==> src/rtl/kseq_ctrl_pkg.sv <==
// ---------------------------------------------------------------------------
// kseq_ctrl_pkg
// Shared definitions for the systolic-array job sequencer:
//   state_t     - sequencer FSM states
//   skew_depth  - number of register stages for a given edge lane
// ---------------------------------------------------------------------------
package kseq_ctrl_pkg;

    typedef enum logic [1:0] {
        IDLE   = 2'd0,
        STREAM = 2'd1,
        FLUSH  = 2'd2,
        DRAIN  = 2'd3
    } state_t;

    // Lane SIZE gets the single output register; every lane below it gets
    // one extra stage per step away from the top/left edge.
    function automatic int skew_depth(input int size, input int lane);
        return size - lane + 1;
    endfunction

endpackage

==> src/rtl/kseq_ctrl_skew_line.sv <==
// ---------------------------------------------------------------------------
// kseq_skew_line
// Fixed-depth delay line for one operand lane.
// Ports:
//   clk     - clock
//   rst     - synchronous active-high reset, clears every stage
//   data    - lane value entering the line
//   delayed - lane value DEPTH cycles later (registered)
// ---------------------------------------------------------------------------
module kseq_skew_line #(
    parameter int WIDTH = 16,
    parameter int DEPTH = 1
) (
    input  logic             clk,
    input  logic             rst,
    input  logic [WIDTH-1:0] data,
    output logic [WIDTH-1:0] delayed
);

    logic [WIDTH-1:0] stage [DEPTH];

    always_ff @(posedge clk) begin
        if (rst) begin
            for (int k = 0; k < DEPTH; k++) begin
                stage[k] <= '0;
            end
        end else begin
            stage[0] <= data;
            for (int k = 1; k < DEPTH; k++) begin
                stage[k] <= stage[k-1];
            end
        end
    end

    assign delayed = stage[DEPTH-1];

endmodule

==> src/rtl/kseq_ctrl.sv <==
// ---------------------------------------------------------------------------
// kseq_ctrl
// Job sequencer for a SIZE x SIZE systolic array: accepts operand beats,
// skews them onto the array edges and issues the diagonal finish wave that
// closes each tile.
// Ports:
//   clk, rst          - clock, synchronous active-high reset
//   start             - one-cycle job launch (honoured only in IDLE)
//   k_len, n_tiles    - beats per tile (0 means 1) and tiles per job
//   a_valid / a_ready - beat handshake
//   a_data, b_data    - left-edge / top-edge lanes, lane k at [k*DW-1 -: DW]
//   in_left, in_up    - skewed lanes driving the array edges
//   finish            - per-PE tile-close strobe, bit (i-1)*SIZE+j-1 = PE(i,j)
//   busy              - high outside IDLE
//   tile_done         - one-cycle pulse when a tile's results are complete
//   tile_idx          - index of the tile reported by tile_done
//   stall_cycles      - only with KSEQ_STALL_CNT_EN: STREAM cycles without
//                       a_valid, cleared on start
// Build option: define KSEQ_STALL_CNT_EN to add the stall counter.
// ---------------------------------------------------------------------------
module kseq_ctrl
    import kseq_ctrl_pkg::*;
#(
    parameter int DATA_WIDTH = 16,
    parameter int SIZE       = 8
) (
    input  logic                       clk,
    input  logic                       rst,
    input  logic                       start,
    input  logic [15:0]                k_len,
    input  logic [15:0]                n_tiles,
    input  logic                       a_valid,
    output logic                       a_ready,
    input  logic [SIZE*DATA_WIDTH-1:0] a_data,
    input  logic [SIZE*DATA_WIDTH-1:0] b_data,
    output logic [SIZE*DATA_WIDTH-1:0] in_left,
    output logic [SIZE*DATA_WIDTH-1:0] in_up,
    output logic [SIZE*SIZE-1:0]       finish,
    output logic                       busy,
    output logic                       tile_done,
    output logic [15:0]                tile_idx
`ifdef KSEQ_STALL_CNT_EN
    ,
    output logic [31:0]                stall_cycles
`endif
);

    localparam int FLAG_DEPTH = 2*SIZE - 1;

    state_t                     state, state_next;
    logic [15:0]                k_lat, n_lat, beat_cnt, tile_cnt;
    logic                       accept, flag_in, last_beat, launch;
    logic [FLAG_DEPTH-1:0]      flag_sr, flag_shifted;
    logic                       first_wave;
    logic [SIZE*DATA_WIDTH-1:0] beat_a, beat_b;

    assign launch       = (state == IDLE) && start;
    assign last_beat    = (beat_cnt == k_lat - 16'd1) && (tile_cnt == n_lat - 16'd1);
    assign flag_shifted = flag_sr << 1;

    // Anything not accepted this cycle goes into the array as a zero beat.
    assign beat_a = accept ? a_data : '0;
    assign beat_b = accept ? b_data : '0;

    always_ff @(posedge clk) begin
        if (rst) begin
            state <= IDLE;
        end else begin
            state <= state_next;
        end
    end

    always_comb begin
        state_next = state;
        a_ready    = 1'b0;
        accept     = 1'b0;
        flag_in    = 1'b0;
        busy       = (state != IDLE);
        case (state)
            IDLE: begin
                if (start && (n_tiles != 16'd0)) begin
                    state_next = STREAM;
                end
            end
            STREAM: begin
                a_ready = 1'b1;
                accept  = a_valid;
                flag_in = a_valid && (beat_cnt == 16'd0);
                if (a_valid && last_beat) begin
                    state_next = FLUSH;
                end
            end
            FLUSH: begin
                // Extra tile-start flag closes the job's final tile.
                flag_in    = 1'b1;
                state_next = DRAIN;
            end
            DRAIN: begin
                // Leave as soon as the last flag shifts out of the register.
                if (flag_shifted == '0) begin
                    state_next = IDLE;
                end
            end
            default: state_next = IDLE;
        endcase
    end

    // Nested beat/tile counters so n_tiles*k_len never needs a wide product.
    always_ff @(posedge clk) begin
        if (rst) begin
            k_lat    <= 16'd1;
            n_lat    <= 16'd0;
            beat_cnt <= 16'd0;
            tile_cnt <= 16'd0;
        end else if (launch) begin
            k_lat    <= (k_len == 16'd0) ? 16'd1 : k_len;
            n_lat    <= n_tiles;
            beat_cnt <= 16'd0;
            tile_cnt <= 16'd0;
        end else if (accept) begin
            if (beat_cnt == k_lat - 16'd1) begin
                beat_cnt <= 16'd0;
                tile_cnt <= tile_cnt + 16'd1;
            end else begin
                beat_cnt <= beat_cnt + 16'd1;
            end
        end
    end

    // The first wave of a job only opens tile 0; every later wave reaching
    // PE(1,1) means the previous tile is complete.
    always_ff @(posedge clk) begin
        if (rst) begin
            flag_sr    <= '0;
            first_wave <= 1'b0;
            tile_done  <= 1'b0;
            tile_idx   <= 16'd0;
        end else begin
            flag_sr   <= flag_shifted | FLAG_DEPTH'(flag_in);
            tile_done <= flag_sr[FLAG_DEPTH-1] && !first_wave;
            if (launch && (n_tiles != 16'd0)) begin
                first_wave <= 1'b1;
            end else if (flag_sr[FLAG_DEPTH-1]) begin
                first_wave <= 1'b0;
            end
            if (launch) begin
                tile_idx <= 16'd0;
            end else if (tile_done) begin
                tile_idx <= tile_idx + 16'd1;
            end
        end
    end

`ifdef KSEQ_STALL_CNT_EN
    always_ff @(posedge clk) begin
        if (rst) begin
            stall_cycles <= 32'd0;
        end else if (launch) begin
            stall_cycles <= 32'd0;
        end else if ((state == STREAM) && !a_valid) begin
            stall_cycles <= stall_cycles + 32'd1;
        end
    end
`endif

    for (genvar i = 1; i <= SIZE; i++) begin : g_lane
        kseq_skew_line #(
            .WIDTH (DATA_WIDTH),
            .DEPTH (skew_depth(SIZE, i))
        ) u_left (
            .clk     (clk),
            .rst     (rst),
            .data    (beat_a[i*DATA_WIDTH-1 -: DATA_WIDTH]),
            .delayed (in_left[i*DATA_WIDTH-1 -: DATA_WIDTH])
        );
        kseq_skew_line #(
            .WIDTH (DATA_WIDTH),
            .DEPTH (skew_depth(SIZE, i))
        ) u_up (
            .clk     (clk),
            .rst     (rst),
            .data    (beat_b[i*DATA_WIDTH-1 -: DATA_WIDTH]),
            .delayed (in_up[i*DATA_WIDTH-1 -: DATA_WIDTH])
        );
    end

    // PE(i,j) sits (SIZE-i)+(SIZE-j) stages down the flag register.
    for (genvar i = 1; i <= SIZE; i++) begin : g_row
        for (genvar j = 1; j <= SIZE; j++) begin : g_col
            assign finish[(i-1)*SIZE+j-1] = flag_sr[2*SIZE-i-j];
        end
    end

endmodule

==> config.mk <==
export PLATFORM = sky130hd
export DESIGN_NAME = kseq_ctrl
export DESIGN_NICKNAME = d
export VERILOG_FILES = /design/src/rtl/kseq_ctrl_pkg.sv /design/src/rtl/kseq_ctrl_skew_line.sv /design/src/rtl/kseq_ctrl.sv
export SDC_FILE = /design/constraint.sdc
export NUM_CORES = 1
export LEC_CHECK = 0
export CORE_UTILIZATION = 35
export CTS_CLUSTER_SIZE = 30
export DETAILED_ROUTE_END_ITERATION = 12
export GPL_TIMING_DRIVEN = 1
export PLACE_DENSITY_LB_ADDON = 0.12
export RECOVER_POWER = 100
export SLEW_MARGIN = 20
export SYNTH_ARGS = -nofsm -noshare
export SYNTH_HDL_FRONTEND = slang
export SYNTH_HIERARCHICAL = 1
export SYNTH_SLANG_ARGS = --single-unit
==> constraint.sdc <==
create_clock -name clk -period 2.75 [get_ports clk]
set_input_delay 0.4125 -clock clk [delete_from_list [all_inputs] [get_ports clk]]
set_output_delay 0.4125 -clock clk [all_outputs]
set_load 0.05 [all_outputs]
==> impl_summary.txt <==
----------------------------------------------------
[Run status]
  Status ... complete, but fails checks
  Failing checks ... capacitance limit, slew limit, setup timing

[Synthesis]
  Ys async rst share ... 0%
  Mean post-synth cell area ... around 11 µm²
  Number of distinct library cells after synthesis ... slightly below 70
  Mapped Cells ... 3539
  Number of enable-type register cells in the synthesized netlist ... 0
  Sequential cell area fraction in the yosys report ... between 60% and 70%
  Commonest cells in the synthesized netlist ... 1251 x sky130_fd_sc_hd__dfxtp_1, 1028 x sky130_fd_sc_hd__nor2b_1, 269 x sky130_fd_sc_hd__and3_1, 253 x sky130_fd_sc_hd__buf_4, 134 x sky130_fd_sc_hd__nor2b_2
  Yosys warns ... 6
  Synth Flop Type ... sky130_fd_sc_hd__dfxtp_1
  Fraction of post-synthesis cell area in the top cell type by area ... between 60 and 70%
  Dominant cell by count in the synthesized netlist ... sky130_fd_sc_hd__dfxtp_1
  Cell taking the most area after synthesis ... sky130_fd_sc_hd__dfxtp_1
  Synthesized flop and latch total ... about 1300
  Cell area after synthesis ... between 40000 and 50000 µm²
  Nets in the synthesized netlist ... slightly below 4000
  Cell types occupying the most area after synthesis ... sky130_fd_sc_hd__dfxtp_1 62%, sky130_fd_sc_hd__nor2b_1 16%, sky130_fd_sc_hd__buf_4 4.7%

[Power]
  Seq pwr share ... 46.0%
  Total power after layout ... a little over 40000 µW
  Static Leakage ... 0.02158 µW
  Switching pwr ... between 9000 and 10000 µW
  Clock share of power ... between 40% and 50%
  Pwr/cell area ... a little over 800 nW/µm²
  Logic gate share of total power ... 10.5%
  Switch share ... a little under a quarter
  IR drop worst, VDD ... 0.0005894 V
  Cell internal pwr ... about 31000 µW

[Timing]
  Tightest Pin Transition ... 1.626 ns
  Ratio of final minimum period to clock period ... 107.5%
  Final hold violations ... 0
  Setup repair after global routing missed its margin ... yes
  Number of slew-limit violations in the final report ... 67
  Skew final ... 0.02130 ns
  Final Critical Period ... 2.955 ns
  PnR worst setup slack ... -0.2055 ns
  Worst max-slew margin expressed relative to the limit ... -8.374%
  Setup Viol. Count Final ... 33
  Highest attainable clock frequency ... 338.4 MHz
  Total negative slack ... -3.236 ns

[Floorplanning]
  Total die area ... roughly 120000 µm²
  Floorplan core area ... around 110000 µm²
  Ports placed on the boundary ... roughly 630
  Height of the die ... 340.5 µm
  Initial Util ... between 30% and 40%
  Row cnt ... 123
  Die extent in x ... between 300 and 400 µm

[Placement]
  DP Worst Slack ... -0.3413 ns
  Placer Congestion ... approximately 0.78
  Post-place instance area ... 46490 µm²
  Detailed placement HPWL ... approximately 54000 µm
  Number of buffers inserted by port buffering ... between 600 and 700

[Clock tree]
  CTS tree ... yes
  CTS clock-pin slew for the worst setup and hold paths ... around 0.060 ns
  Total of hold buffers inserted after clock tree synthesis ... 0
  Source-to-sink clock delay at the later pin of the worst-skew pair ... a little over 0.7 ns
  Total CTS buffers ... ~140
  Number of buffers on the longest clock path ... 3
  # clock sinks ... 1251
  CTS root buf ... sky130_fd_sc_hd__clkbuf_16
  Clock H-tree levels ... 4

[Route]
  Count of unresolved DRC violations after routing ... 0
  Vias per cell ... around 4
  Total number of vias ... about 23000
  Met2 WL post-DR ... between 30000 and 40000 µm
  Post-DRT Antenna Nets ... 0
  Top metal layer carrying routed signals ... met5
  Metal3 WL ... roughly 6100 µm
  DR iter-0 viols ... ~950
  Length of routed wiring on met1 ... approximately 37000 µm
  Total wire length ... just over 80000 µm
  First-pass detailed-route iteration total ... 4
  Detail-routed net length per standard cell ... ~15 µm

[Critical path]
  Critical Path RT ... roughly 3.4 ns
  Setup Crit Path Kind ... reg -> reg
  Worst-path maximum fanout ... 7
  Data arrival time of the critical path ... 3.55 ns
  Sort of element at the end of the critical path ... register
  Worst path cell trace ... inv_2 -> ha_4 -> or4b_4 -> or2_1 -> or4b_4 -> a21oi_4 -> o2111ai_4 -> or4_1 -> mux2i_1
  Crit path largest cell delay ... around 0.55 ns
  Crit start category ... register
  Slowest-stage cell, CP ... sky130_fd_sc_hd__or4_1
  Cell family contributing the most delay on the critical path ... simple AND/OR/NAND/NOR gates
  Crit path top cell by count ... sky130_fd_sc_hd__or4b_4
  Count of buffer and inverter cells on the critical path ... 1

[Global routing]
  Number of global-route vias before repair ... between 20000 and 25000
  Largest net degree at the start of global routing ... ~180
  Wire length of the first global-routing pass ... between 100000 and 150000 µm
  Total gr overflow ... 0
  Global-route usage over all layers ... between 10% and 20%
  Antenna violations before repair ... 13

[Finish]
  Post-layout utilization of the core ... 45.08%
  Proportion of layout cells with a drive suffix above 1 ... about an eighth
  Final-stage net count ... 4308
  P&R area growth vs syn ... 27.00%
  Final instance area ... ~51000 µm²

[Worst hold path]
  Hold Crit Class ... in -> reg

[Flow run]
  Number of max-cap violations ... 2

----------------------------------------------------
## cells in the final DEF, fill, tap and decap left out, types with 5 or more instances in the layout
| cell type | count |
|---|---|
| sky130_fd_sc_hd__a21oi_1 | 9 |
| sky130_fd_sc_hd__a22o_1 | 25 |
| sky130_fd_sc_hd__a31oi_1 | 6 |
| sky130_fd_sc_hd__and2b_2 | 12 |
| sky130_fd_sc_hd__and3_1 | 269 |
| sky130_fd_sc_hd__buf_12 | 5 |
| sky130_fd_sc_hd__buf_4 | 74 |
| sky130_fd_sc_hd__buf_6 | 6 |
| sky130_fd_sc_hd__bufinv_16 | 6 |
| sky130_fd_sc_hd__clkbuf_1 | 44 |
| sky130_fd_sc_hd__clkbuf_16 | 139 |
| sky130_fd_sc_hd__clkbuf_2 | 16 |
| sky130_fd_sc_hd__clkbuf_4 | 7 |
| sky130_fd_sc_hd__clkbuf_8 | 32 |
| sky130_fd_sc_hd__clkdlybuf4s50_1 | 288 |
| sky130_fd_sc_hd__clkinv_2 | 15 |
| sky130_fd_sc_hd__dfxtp_1 | 1249 |
| sky130_fd_sc_hd__dlygate4sd3_1 | 338 |
| sky130_fd_sc_hd__ha_1 | 9 |
| sky130_fd_sc_hd__inv_1 | 12 |
| sky130_fd_sc_hd__mux2i_1 | 19 |
| sky130_fd_sc_hd__nand2_1 | 53 |
| sky130_fd_sc_hd__nand2b_1 | 17 |
| sky130_fd_sc_hd__nand3_1 | 19 |
| sky130_fd_sc_hd__nand4_1 | 15 |
| sky130_fd_sc_hd__nor2_1 | 48 |
| sky130_fd_sc_hd__nor2b_1 | 1033 |
| sky130_fd_sc_hd__nor2b_2 | 129 |
| sky130_fd_sc_hd__nor3_1 | 10 |
| sky130_fd_sc_hd__nor4_1 | 17 |
| sky130_fd_sc_hd__o21ai_0 | 14 |
| sky130_fd_sc_hd__or3_1 | 10 |
| sky130_fd_sc_hd__or4_1 | 11 |
| sky130_fd_sc_hd__xnor2_1 | 31 |
| sky130_fd_sc_hd__xor2_1 | 31 |
## final timing paths
check / from / to / slack, ns / cells past startpoint
max: k_lat[0] / tile_cnt[11] / -0.21 / 9
min: k_len[0] / k_lat[0] / 0.30 / 3
max reg2reg: k_lat[0] / tile_cnt[11] / -0.21 / 9
min reg2reg: g_lane[2].u_left/stage[0][37] / g_lane[2].u_left/stage[0][53] / 0.41 / 1
## power by group through the flow
stage,sequential [µW],clock [µW],combinational (µW)
after CTS,18900,18600,4390
after global routing,18900,19300,4690
final,18900,17900,4290
after floorplan,19400,0,2530
after detailed placement,19300,0,4290
after global placement,19200,0,4260
## what timing repair did
| item | 4_1_cts | 5_1_grt |
|---|---|---|
| resized for setup | 14 | 14 |
| pin swaps | 10 | 6 |
| setup buffers | 7 | 2 |
| endpoints found under the setup margin | 34 | 34 |
## layer usage
layer  up-vias  track usage (%)
met3       167            5.083
met2       540            22.32
met1     10440            17.41
li1      11920                -
met5         -                0
met4        18            5.568
## registers in the layout, summed over array words and instances (netlist names), 2 cells and up
name,count
g_lane.u_up/stage,576
g_lane.u_left/stage,576
k_lat,16
tile_cnt,16
state,2
beat_cnt,16
n_lat,16
tile_idx,16
flag_sr,15
## cell families after synthesis
| logic type | after synthesis | share of synthesized area [%] |
|---|---|---|
| AO/OA/AOI/OAI | 84 | 1.548 |
| XOR/XNOR | 62 | 1.354 |
| adder cells (fa/ha/maj) | 10 | 0.3121 |
| buffers and inverters | 429 | 7.175 |
| flip-flops | 1251 | 62.47 |
| multiplexers | 20 | 0.5024 |
| AND/OR/NAND/NOR | 1683 | 26.64 |
## worst reg2reg max path, delay by kind of cell, from the launching register on
family                   cells  cell delay [ns]
AND/OR/NAND/NOR              4             1.79
AO/OA/AOI/OAI                2             0.41
buffers and inverters        1             0.07
adder cells (fa/ha/maj)      1             0.13
multiplexers                 1             0.13
flip-flops                   1             0.32
## final cells by class
type / count / area (µm²)
Clock buffer: 206 / 4050
Clock inverter: 33 / 407.9
Antenna cell: 4 / 10.01
Sequential cell: 1251 / 25050
Fill cell: 10640 / 62040
Multi-Input combinational cell: 1859 / 12320
Timing Repair Buffer: 743 / 7156
Tap cell: 1500 / 1877
Inverter: 14 / 52.55
## through the flow
step | std cells | hold WS [ns]
6_report | 5610 | 0.3026
4_1_cts | 5605 | 0.09819
2_1_floorplan | 3539 | 0.3977
5_1_grt | 5608 | 0.2745
3_5_place_dp | 5359 | 0.4200
3_3_place_gp | 5359 | 0.4148
(Power assumes the default switching activity.)
